**src/rtl/alu_result_queue.sv**
```systemverilog
// In-order result buffer between the ALU and register-file write-back.
// Drops illegal-opcode results, and latches a sticky flag when a captured zero flag disagrees with its data.
module alu_result_queue #(
    parameter int DATA_WIDTH = 32,
    parameter int OPRN_WIDTH = 6,
    parameter int ADDR_WIDTH = 5,
    parameter int DEPTH      = 4
) (
    input  logic                    CLK,
    input  logic                    RST,
    input  logic                    IN_VALID,
    output logic                    IN_READY,
    input  logic [DATA_WIDTH-1:0]   IN_DATA,
    input  logic                    IN_ZERO,
    input  logic [OPRN_WIDTH-1:0]   IN_OPRN,
    input  logic [ADDR_WIDTH-1:0]   IN_DST,
    output logic                    OUT_VALID,
    input  logic                    OUT_READY,
    output logic [DATA_WIDTH-1:0]   OUT_DATA,
    output logic                    OUT_ZERO,
    output logic [ADDR_WIDTH-1:0]   OUT_DST,
    output logic [$clog2(DEPTH):0]  COUNT,
    output logic [7:0]              DISCARD_CNT,
    output logic                    ZERO_ERR
);
    localparam int PTR_W = $clog2(DEPTH);
    localparam int CNT_W = PTR_W + 1;
    localparam logic [CNT_W-1:0]      FULL     = CNT_W'(DEPTH);
    localparam logic [OPRN_WIDTH-1:0] OPRN_MIN = OPRN_WIDTH'(1);
    localparam logic [OPRN_WIDTH-1:0] OPRN_MAX = OPRN_WIDTH'(9);

    logic [DATA_WIDTH-1:0] mem_data [DEPTH];
    logic                  mem_zero [DEPTH];
    logic [ADDR_WIDTH-1:0] mem_dst  [DEPTH];

    logic [PTR_W-1:0] head, tail, head_next;
    logic [CNT_W-1:0] count, count_next;
    logic             legal, accept, push, discard, pop, bypass;

    assign IN_READY  = (count != FULL);
    assign OUT_VALID = (count != '0);
    assign COUNT     = count;

    assign legal     = (IN_OPRN >= OPRN_MIN) && (IN_OPRN <= OPRN_MAX);
    assign accept    = IN_VALID && IN_READY;
    assign push      = accept && legal;
    assign discard   = accept && !legal;
    assign pop       = OUT_VALID && OUT_READY;
    assign head_next = head + PTR_W'(pop);

    // The entry being written this edge becomes the new head when nothing older survives.
    assign bypass    = push && (count == CNT_W'(pop));

    // NOTE: always_comb assigns every output a default first so no latch can be inferred.
    always_comb begin
        count_next = count;
        case ({push, pop})
            2'b10:   count_next = count + CNT_W'(1);
            2'b01:   count_next = count - CNT_W'(1);
            default: count_next = count;
        endcase
    end

    // NOTE: storage has no reset; COUNT alone decides which entries are meaningful.
    always_ff @(posedge CLK) begin
        if (push) begin
            mem_data[tail] <= IN_DATA;
            mem_zero[tail] <= IN_ZERO;
            mem_dst[tail]  <= IN_DST;
        end
    end

    // NOTE: all sequential state uses non-blocking assignments so every register sees pre-edge values.
    always_ff @(posedge CLK) begin
        if (RST) begin
            head        <= '0;
            tail        <= '0;
            count       <= '0;
            DISCARD_CNT <= '0;
            ZERO_ERR    <= 1'b0;
            OUT_DATA    <= '0;
            OUT_ZERO    <= 1'b0;
            OUT_DST     <= '0;
        end else begin
            head  <= head_next;
            count <= count_next;
            if (push) begin
                tail <= tail + PTR_W'(1);
                if (IN_ZERO != (IN_DATA == '0))
                    ZERO_ERR <= 1'b1;
            end
            if (discard && (DISCARD_CNT != 8'hFF))
                DISCARD_CNT <= DISCARD_CNT + 8'd1;

            // Registered show-ahead head; holds its last value once the queue drains.
            if (count_next != '0) begin
                if (bypass) begin
                    OUT_DATA <= IN_DATA;
                    OUT_ZERO <= IN_ZERO;
                    OUT_DST  <= IN_DST;
                end else begin
                    OUT_DATA <= mem_data[head_next];
                    OUT_ZERO <= mem_zero[head_next];
                    OUT_DST  <= mem_dst[head_next];
                end
            end
        end
    end
endmodule
```
**config.mk**
```make
export PLATFORM = sky130hd
export DESIGN_NAME = alu_result_queue
export DESIGN_NICKNAME = d
export VERILOG_FILES = /design/src/rtl/alu_result_queue.sv
export SDC_FILE = /design/constraint.sdc
export NUM_CORES = 1
export LEC_CHECK = 0
export BUFFER_PORTS_ARGS = -buffer_cell sky130_fd_sc_hd__buf_2
export CORE_MARGIN = 4
export CORE_UTILIZATION = 50
export DETAILED_ROUTE_END_ITERATION = 7
export GPL_TIMING_DRIVEN = 1
export PLACE_DENSITY = 0.7
export SLEW_MARGIN = 10
export SYNTH_ARGS = -nofsm -noshare
export SYNTH_HDL_FRONTEND = slang
export SYNTH_SLANG_ARGS = --single-unit
export TNS_END_PERCENT = 1
```
**constraint.sdc**
```tcl
create_clock -name CLK -period 6.9 [get_ports CLK]
set_input_delay 0.69 -clock CLK [delete_from_list [all_inputs] [get_ports CLK]]
set_output_delay 0.69 -clock CLK [all_outputs]
set_load 0.005 [all_outputs]
```
==> results of run 1 <==
[state kept, by name (all words and copies together) (netlist names)]
register / cells
OUT_ZERO: 1
COUNT: 3
ZERO_ERR: 1
DISCARD_CNT: 8
mem_data: 128
mem_dst: 20
tail: 2
OUT_DATA: 32
mem_zero: 4
OUT_DST: 5
head: 2
[cells by family (layout without fill, tap and decap cells)]
logic type / count (synthesis) / count (layout)
AOI/OAI and AO/OA: 100 / 100
xor gates and xnor gates: 3 / 3
adders and majority gates: 8 / 8
buffers and inverters: 62 / 154
DFF: 206 / 206
muxes: 41 / 41
and+or+nand+nor: 136 / 136
[worst min-delay path by stage]
stage,endpoint,slack [ns],depth (start not counted)
final,mem_dst[0][2],0.44,1
after global routing,mem_dst[2][3],0.43,1
after CTS,mem_data[1][13],0.42,1
after detailed placement,DISCARD_CNT[7],0.49,2
after global placement,DISCARD_CNT[7],0.48,2
after floorplan,ZERO_ERR,0.48,2
[cells in the mapped netlist, drive strengths merged]
library cell  count
mux2              3
nor2              5
fa                1
buf              31
ha                7
edfxtp          152
xor2              3
o31ai            41
a311oi           39
nand2b            1
clkbuf           24
mux4             38
nor3b             1
or3b              2
nand4            42
a211oi            1
or4               6
nand2             4
nand3             5
or3               5
nor3             39
o2111ai           1
inv               7
or2               1
and2              2
o311ai            1
o21ai             6
nor2b             7
o211ai            1
o21a              1
a21oi             8
nor4             12
dfxtp            54
o41a              1
and3              4
[per-layer routing]
metal | GRT usage (%) | routed length (um)
met2 | 34.8 | 10200
met5 | 0 | 0
met4 | 4.03 | 276
met3 | 4.12 | 1680
met1 | 30.2 | 8780
[power by group through the flow]
stage / sequential, W / clock [W] / combinational (W)
after detailed placement: 0.00155 / 0 / 0.00157
after CTS: 0.00152 / 0.00135 / 0.00158
after global placement: 0.00154 / 0 / 0.00153
final: 0.00152 / 0.00132 / 0.00156
after floorplan: 0.00152 / 0 / 0.00120
after global routing: 0.00153 / 0.00140 / 0.00171
[cell type report]
cell class              count  area [um^2]  share of cell area [%]
clock buffers              25          593                    5.86
inverters                   7         26.3                   0.260
multi-input cells         288         2780                    27.5
flip-flops and latches    206         5650                    55.8
repair buffers            108          563                    5.57
clock inverters            14          230                    2.28
well taps                 220          275                    2.72
[stage by stage]
stage	instances	instance area, um^2
3_5_place_dp	829	9290
4_1_cts	868	10100
2_1_floorplan	556	8650
6_report	868	10100
3_3_place_gp	829	9290
5_1_grt	868	10100
==> impl_results.md, run 1 <==
- Int Pwr: 0.00295 W
- Mapped Cells: 556
- Width of the die: 140 um
- DR pass1 iterations: 5
- CP arrival: 5.01 ns
- CP endpoint: OUT_DATA[11]
- Worst-margin pin slew: 1.14 ns
- Fin Hold WS: 0.437 ns
- Most common cell after layout, fill and taps aside: edfxtp_1
- CTS tree: built
- R2R Setup Slk: 2.21 ns
- CORE AREA: 0.0168 mm^2
- Stages on the worst setup path: 11
- Pwr dens: 436 mW/mm^2
- Post-CTS sizing: 0
- Worst hold path type: input pin to register
- Via Count: 5636
- Worst path slowest cell: or2_2
- Post-synthesis mux area share: 10.3%
- Ranking of synthesized cells by area: edfxtp_1, dfxtp_1, mux4_2
- Required @ worst endpoint: 7.21 ns
- Starting density of the core: 51.6%
- Worst r2r src: COUNT[0]
- Unrepaired setup endpoints after global routing: false
- DRT antenna net count: 0
- Main combinational cell family by area after synthesis: compound AO/OA/AOI/OAI gates
- Clk pwr share: 30.0%
- CP Capture Type: register
- Number of placement rows: 47
- Hpwl dp: 11.7 mm
- Global-route wire length before repair: 33.0 mm
- Total power: 0.00441 W
- Nets: 689
- Post-Synth Adder-Cell Area: 1.24%
- Post-CTS Hold Buffers: 0
- Fillcell total: 1263
- R2R cell count: 11
- Port-buffer cells: 99
- Mapped Nets: 612
- Worst path max stage delay: 0.89 ns
- CTS Buf Count: 22
- Worst setup slack after layout: 2.21 ns
- Placer congestion estimate: 0.836
- Top cell family by delay on the critical path: simple AND/OR/NAND/NOR gates
- CTS clk-pin slew, worst paths: 0.06 ns
- Tcrit/Tclk final: 68.0%
- Initial antenna violation count: 0
- Detailed-route vias per instance: 6.49
- Critical Path Source: COUNT[0]
- Status: complete, no violations
- Distinct cells, synth: 43
- H-Tree Depth: 1
- Worst path cell trace: or3b_1 -> and2_2 -> nand2_1 -> ha_1 -> inv_1 -> fa_1 -> nor2b_1 -> a311oi_4 -> buf_4 -> or2_2 -> a311oi_2
- Iteration-0 DRC Markers: 508
- Max VDD drop: 0.000568 V
- Max-slew violations: 0
- ANT cells: 0
- Post-Route WL: 20.9 mm
- Worst Path Buf+Inv: 2
- MaxCap Viol Count: 0
- Area grow syn2layout: 16.9%
- Worst slack at placement: 2.23 ns
- Sequential share of power: 34.5%
- Commonest cells after routing, fill and taps aside: edfxtp_1, buf_2, dfxtp_1
- Number of global-route vias before repair: 5732
- Final Hold Fails: 0
- Largest net degree at the start of global routing: 60
- Die height: 140 um
- XOR/XNOR Fraction of Synth Area: 0.304%
- Total GRT Usage: 21.2%
- Die area: 0.0195 mm^2
- Yosys warning total: 0
- Post-CTS setup buffers: 0
- Largest area contributor in the netlist: edfxtp_1
- CP Class: register to register
- R2R Path End: OUT_DATA[11]
- Switching share of total power: 33.1%
- Worst slew margin: 23.9%
- Simple-gate share of the synthesized area: 9.20%
- Minimum clock period: 4.69 ns
- Grt total ovfl: 0
- WL/cell: 24.1 um
- Max Fclk: 0.213 GHz
- CTS root buffer: clkbuf_16
- IO Pins: 100
- P_leak: 3.31 nW
- Post-synthesis compound-gate area fraction: 10.4%
- P_sw: 0.00146 W
- Comb pwr share: 35.5%
- Core Util, Final: 60.3%
- # setup viols final: 0
- Post-synth top area share: 52.8%
- Type of origin of the critical path: register
- Crit path max fanout: 46
- Setup tns final: 0 ns
- Hold_sp: IN_DST[2]
- Clk buf depth: 3
- Register area share after synthesis: 65.2%
- Seq cells post-synth: 206
- Worst skew pair latency: 0.51 ns
- Netlist Area Pre-Place: 0.00865 mm^2
- Clock sinks: 206
- DR DRC count: 0
- Layout cells sized above 1: 34.0%
- Mapped Avg Cell Area: 15.6 um^2
- Clock Skews: 0.0162 ns
(Power assumes the default switching activity.)
==> run 2, diff against run 1 <==
Clock period 6.9 ns to 4.7 ns, I/O delays scaled along.
==> impl_results.md, run 2 (synthesis results as in run 1) <==
- Status: complete, no violations
- Hpwl dp: 12.4 mm
- CTS Buf Count: 22
- Total GRT Usage: 21.4%
- Sequential share of power: 35.2%
- Post-CTS setup buffers: 0
- WL/cell: 24.3 um
- Port-buffer cells: 99
- DRT antenna net count: 0
- IO Pins: 100
- Worst-margin pin slew: 1.12 ns
- Most common cell after layout, fill and taps aside: edfxtp_1
- Setup tns final: 0 ns
- MaxCap Viol Count: 0
- DR pass1 iterations: 7
- H-Tree Depth: 1
- CTS root buffer: clkbuf_16
- CTS clk-pin slew, worst paths: 0.06 ns
- Tcrit/Tclk final: 78.3%
- CP Capture Type: register
- # setup viols final: 0
- Clock sinks: 206
- Width of the die: 140 um
- DR DRC count: 0
- Largest net degree at the start of global routing: 60
- Post-CTS Hold Buffers: 0
- Comb pwr share: 38.1%
- Die height: 140 um
- Hold Path Cell Cnt: 1
- Layout cells sized above 1: 33.9%
- Clk buf depth: 3
- Detailed-route vias per instance: 6.44
- Max Fclk: 0.272 GHz
- Worst hold path type: input pin to register
- Final instance area: 0.0101 mm^2
- Commonest cells after routing, fill and taps aside: edfxtp_1, buf_2, dfxtp_1
- Placer congestion estimate: 0.753
- Post-Place Cell Area: 0.00934 mm^2
- Starting density of the core: 51.6%
- CORE AREA: 0.0168 mm^2
- Worst slew margin: 25.2%
- Die area: 0.0195 mm^2
- Nets: 692
- Final Hold Fails: 0
- Clk pwr share: 26.7%
- Minimum clock period: 3.68 ns
- Post-Route WL: 21.2 mm
- Area grow syn2layout: 16.3%
- Via Count: 5625
- Largest register FFs: 128
- Top reg by flops: mem_data
- CP arrival: 4.08 ns
- Pwr dens: 631 mW/mm^2
- Initial antenna violation count: 1
- Number of placement rows: 47
- Crit path max fanout: 22
- Post-CTS sizing: 0
- Type of origin of the critical path: register
- CP Class: register to register
- Grt total ovfl: 0
- Int Pwr: 0.00419 W
- P_leak: 3.30 nW
- Required @ worst endpoint: 5.10 ns
- CTS tree: built
- Largest registers in the final layout: mem_data (128), OUT_DATA (32), mem_dst (20)
- Iteration-0 DRC Markers: 496
- Number of global-route vias before repair: 5745
- Switching share of total power: 34.0%
- R2R cell count: 11
- Clock Skews: 0.0104 ns
- Max-slew violations: 0
- Max VDD drop: 0.000429 V
- Global-route wire length before repair: 33.0 mm
- Worst skew pair latency: 0.49 ns
- Fillcell total: 1284
- P_sw: 0.00216 W
- Unrepaired setup endpoints after global routing: false
run 2: routing by layer:
| metal | share of wire, % | global-route usage, % |
|---|---|---|
| met1 | 42 | 29.6 |
| met2 | 49 | 35.5 |
| met3 | 6.3 | 3.81 |
| met4 | 2.3 | 5.81 |
| met5 | 0 | 0 |
run 2: worst paths after layout:
check                                    start        endpoint  slack, ns
worst max register to register        COUNT[2]      OUT_DST[4]       1.02
worst max-delay path                  COUNT[2]      OUT_DST[4]       1.02
worst min register to register  DISCARD_CNT[7]  DISCARD_CNT[7]       0.50
worst min-delay path                 IN_DST[3]   mem_dst[1][3]       0.22
run 2: area by class of cell:
class	instances	area [um^2]	share of cell area (%)
antenna	1	2.50	0.0249
clock buffer	31	656	6.51
clock inverter	9	71.3	0.709
inverter	7	26.3	0.261
multi-input combinational	288	2780	27.6
sequential	206	5650	56.1
tap	220	275	2.73
timing repair buffer	111	611	6.07
run 2: power groups by stage:
| stage | registers, W | clock network, W | logic (W) |
|---|---|---|---|
| 2_1_floorplan | 0.00224 | 0 | 0.00176 |
| 3_3_place_gp | 0.00226 | 0 | 0.00237 |
| 3_5_place_dp | 0.00227 | 0 | 0.00243 |
| 4_1_cts | 0.00223 | 0.00173 | 0.00243 |
| 5_1_grt | 0.00225 | 0.00180 | 0.00263 |
| 6_report | 0.00223 | 0.00170 | 0.00242 |
run 2: worst max-delay path, stage by stage, from the launching register on:
cell and delay (ns):
dfxtp_1 0.54, or3b_1 0.47, and2_2 0.23, nand2_1 0.06, ha_1 0.19, inv_1 0.07, fa_1 0.52, nor2b_1 0.30
a311oi_4 0.15, or2_2 0.55, buf_12 0.27, a311oi_1 0.23
run 2: through the flow:
| step | util (%) | cells | power [W] | hold slack, ns | setup WS [ns] |
|---|---|---|---|---|---|
| after global routing | 60.1 | 873 | 0.00667 | 0.202 | 0.860 |
| after global placement | 55.7 | 832 | 0.00462 | 0.468 | 1.21 |
| final | 60.1 | 873 | 0.00635 | 0.219 | 1.02 |
| after detailed placement | 55.7 | 832 | 0.00469 | 0.486 | 1.04 |
| after CTS | 60.0 | 872 | 0.00639 | 0.201 | 1.02 |
| after floorplan | - | 556 | 0.00400 | 0.476 | 1.33 |
==> run 3, diff against run 2 <==
Settings changed: PLACE_DENSITY 0.7 to 0.73.
Clock period 4.7 ns to 3.3 ns, I/O delays scaled along.
==> impl_results.md, run 3 (synthesis results as in run 1) <==
- Status: complete, no violations
- Worst hold path type: input pin to register
- DR pass1 iterations: 5
- Max VDD drop: 0.00116 V
- Int Pwr: 0.00602 W
- Port-buffer cells: 99
- Post-Place Cell Area: 0.00949 mm^2
- DR DRC count: 0
- CP most frequent cell: inv_1
- Clk pwr share: 26.5%
- Post-CTS setup buffers: 0
- Global-route wire length before repair: 32.5 mm
- Most common cell after layout, fill and taps aside: edfxtp_1
- Clock sinks: 206
- Post-CTS sizing: 0
- P_leak: 3.37 nW
- Grt total ovfl: 0
- Width of the die: 140 um
- Top reg by flops: mem_data
- CTS Buf Count: 22
- Layout cells sized above 1: 35.3%
- # setup viols final: 0
- Area grow syn2layout: 18.0%
- Iteration-0 DRC Markers: 452
- MaxCap Viol Count: 0
- Minimum clock period: 3.18 ns
- Fillcell total: 1224
- Via Count: 5720
- Setup tns final: 0 ns
- Fin Hold WS: 0.0781 ns
- Placer congestion estimate: 0.807
- Crit path max fanout: 21
- WL/cell: 23.2 um
- Largest registers in the final layout: mem_data (128), OUT_DATA (32), mem_dst (20)
- Worst r2r src: COUNT[0]
- ANT cells: 0
- Core Util, Final: 60.9%
- R2R Setup Slk: 0.12 ns
- Worst path max stage delay: 0.49 ns
- Tcrit/Tclk final: 96.2%
- CP arrival: 3.56 ns
- Largest register FFs: 128
- Largest net degree at the start of global routing: 59
- IO Pins: 100
- Hpwl dp: 12.3 mm
- CTS clk-pin slew, worst paths: 0.06 ns
- Die area: 0.0195 mm^2
- Hold_sp: IN_DST[4]
- Comb pwr share: 38.8%
- Post-Route WL: 20.5 mm
- Commonest cells after routing, fill and taps aside: edfxtp_1, buf_2, dfxtp_1
- Detailed-route vias per instance: 6.46
- Number of placement rows: 47
- Unrepaired setup endpoints after global routing: false
- Clock Skews: 0.00898 ns
- Final Non-Filler Cells: 886
- Sequential share of power: 34.7%
- P_sw: 0.00305 W
- Placed Cells incl. Taps: 846
- CP Capture Type: register
- Final instance area: 0.0102 mm^2
- Clk buf depth: 3
- Worst skew pair latency: 0.50 ns
- Nets: 706
- CORE AREA: 0.0168 mm^2
- Final Hold Fails: 0
- Critical Path Source: COUNT[0]
- CP Class: register to register
- Die height: 140 um
- R2R Path End: OUT_DATA[9]
- CTS root buffer: clkbuf_16
- Switching share of total power: 33.6%
- Max-slew violations: 0
- Starting density of the core: 51.6%
- Max Fclk: 0.315 GHz
- Type of origin of the critical path: register
- R2R cell count: 11
- DRT antenna net count: 0
- Pwr dens: 888 mW/mm^2
- Worst path cell trace: or3b_1 -> and2_2 -> nand2_1 -> ha_1 -> inv_1 -> fa_1 -> inv_1 -> o41a_1 -> or2_2 -> buf_4 -> a311oi_1
- Total GRT Usage: 20.8%
- Worst slew margin: 33.4%
- Post-CTS Hold Buffers: 0
- Required @ worst endpoint: 3.68 ns
- Initial antenna violation count: 0
- Worst path slowest cell: fa_1
- CTS tree: built
- CP endpoint: OUT_DATA[9]
- Number of global-route vias before repair: 5855
- Worst-margin pin slew: 0.996 ns
- H-Tree Depth: 1
run 3: power by group through the flow:
stage / Clock (W) / Sequential [W] / Combinational (W)
final: 0.00240 / 0.00315 / 0.00351
after global routing: 0.00257 / 0.00316 / 0.00380
after CTS: 0.00244 / 0.00315 / 0.00352
after detailed placement: 0 / 0.00319 / 0.00351
after global placement: 0 / 0.00319 / 0.00342
after floorplan: 0 / 0.00319 / 0.00252
run 3: final cells by class:
type / count / area (um^2) / share of cell area (%)
Multi-Input combinational cell: 288 / 2780 / 27.2
Sequential cell: 206 / 5650 / 55.3
Timing Repair Buffer: 125 / 766 / 7.50
Clock inverter: 12 / 108 / 1.05
Tap cell: 220 / 275 / 2.70
Inverter: 7 / 26.3 / 0.257
Clock buffer: 28 / 604 / 5.92
run 3: worst min-delay path by stage:
stage / depth (start not counted) / to / slack, ns
after floorplan: 0 / mem_data[0][0] / 0.43
after global placement: 2 / ZERO_ERR / 0.47
after detailed placement: 2 / ZERO_ERR / 0.47
after CTS: 1 / mem_dst[2][4] / 0.07
after global routing: 1 / mem_dst[2][4] / 0.06
final: 1 / mem_dst[2][4] / 0.08
run 3: critical path, delay by kind of cell (launching register included):
kind | cells | cell delay [ns]
AO/OA/AOI/OAI | 2 | 0.71
adder cells (fa/ha/maj) | 2 | 0.66
buffers and inverters | 3 | 0.35
flip-flops | 1 | 0.31
AND/OR/NAND/NOR | 4 | 1.01
run 3: stage by stage:
| step | power [W] | worst slack [ns] |
|---|---|---|
| final | 0.00906 | 0.124 |
| after global routing | 0.00953 | 0.00664 |
| after detailed placement | 0.00670 | 0.0769 |
| after global placement | 0.00661 | 0.152 |
| after CTS | 0.00910 | 0.134 |
| after floorplan | 0.00571 | 0.00529 |
run 3: per-layer routing:
metal	GRT usage (%)	up-vias	part of all wire [%]
met3	4.12	41	8.4
li1	-	2520	-
met5	0	-	0
met1	28.6	2882	40
met2	34.2	277	49
met4	5.76	0	2.1
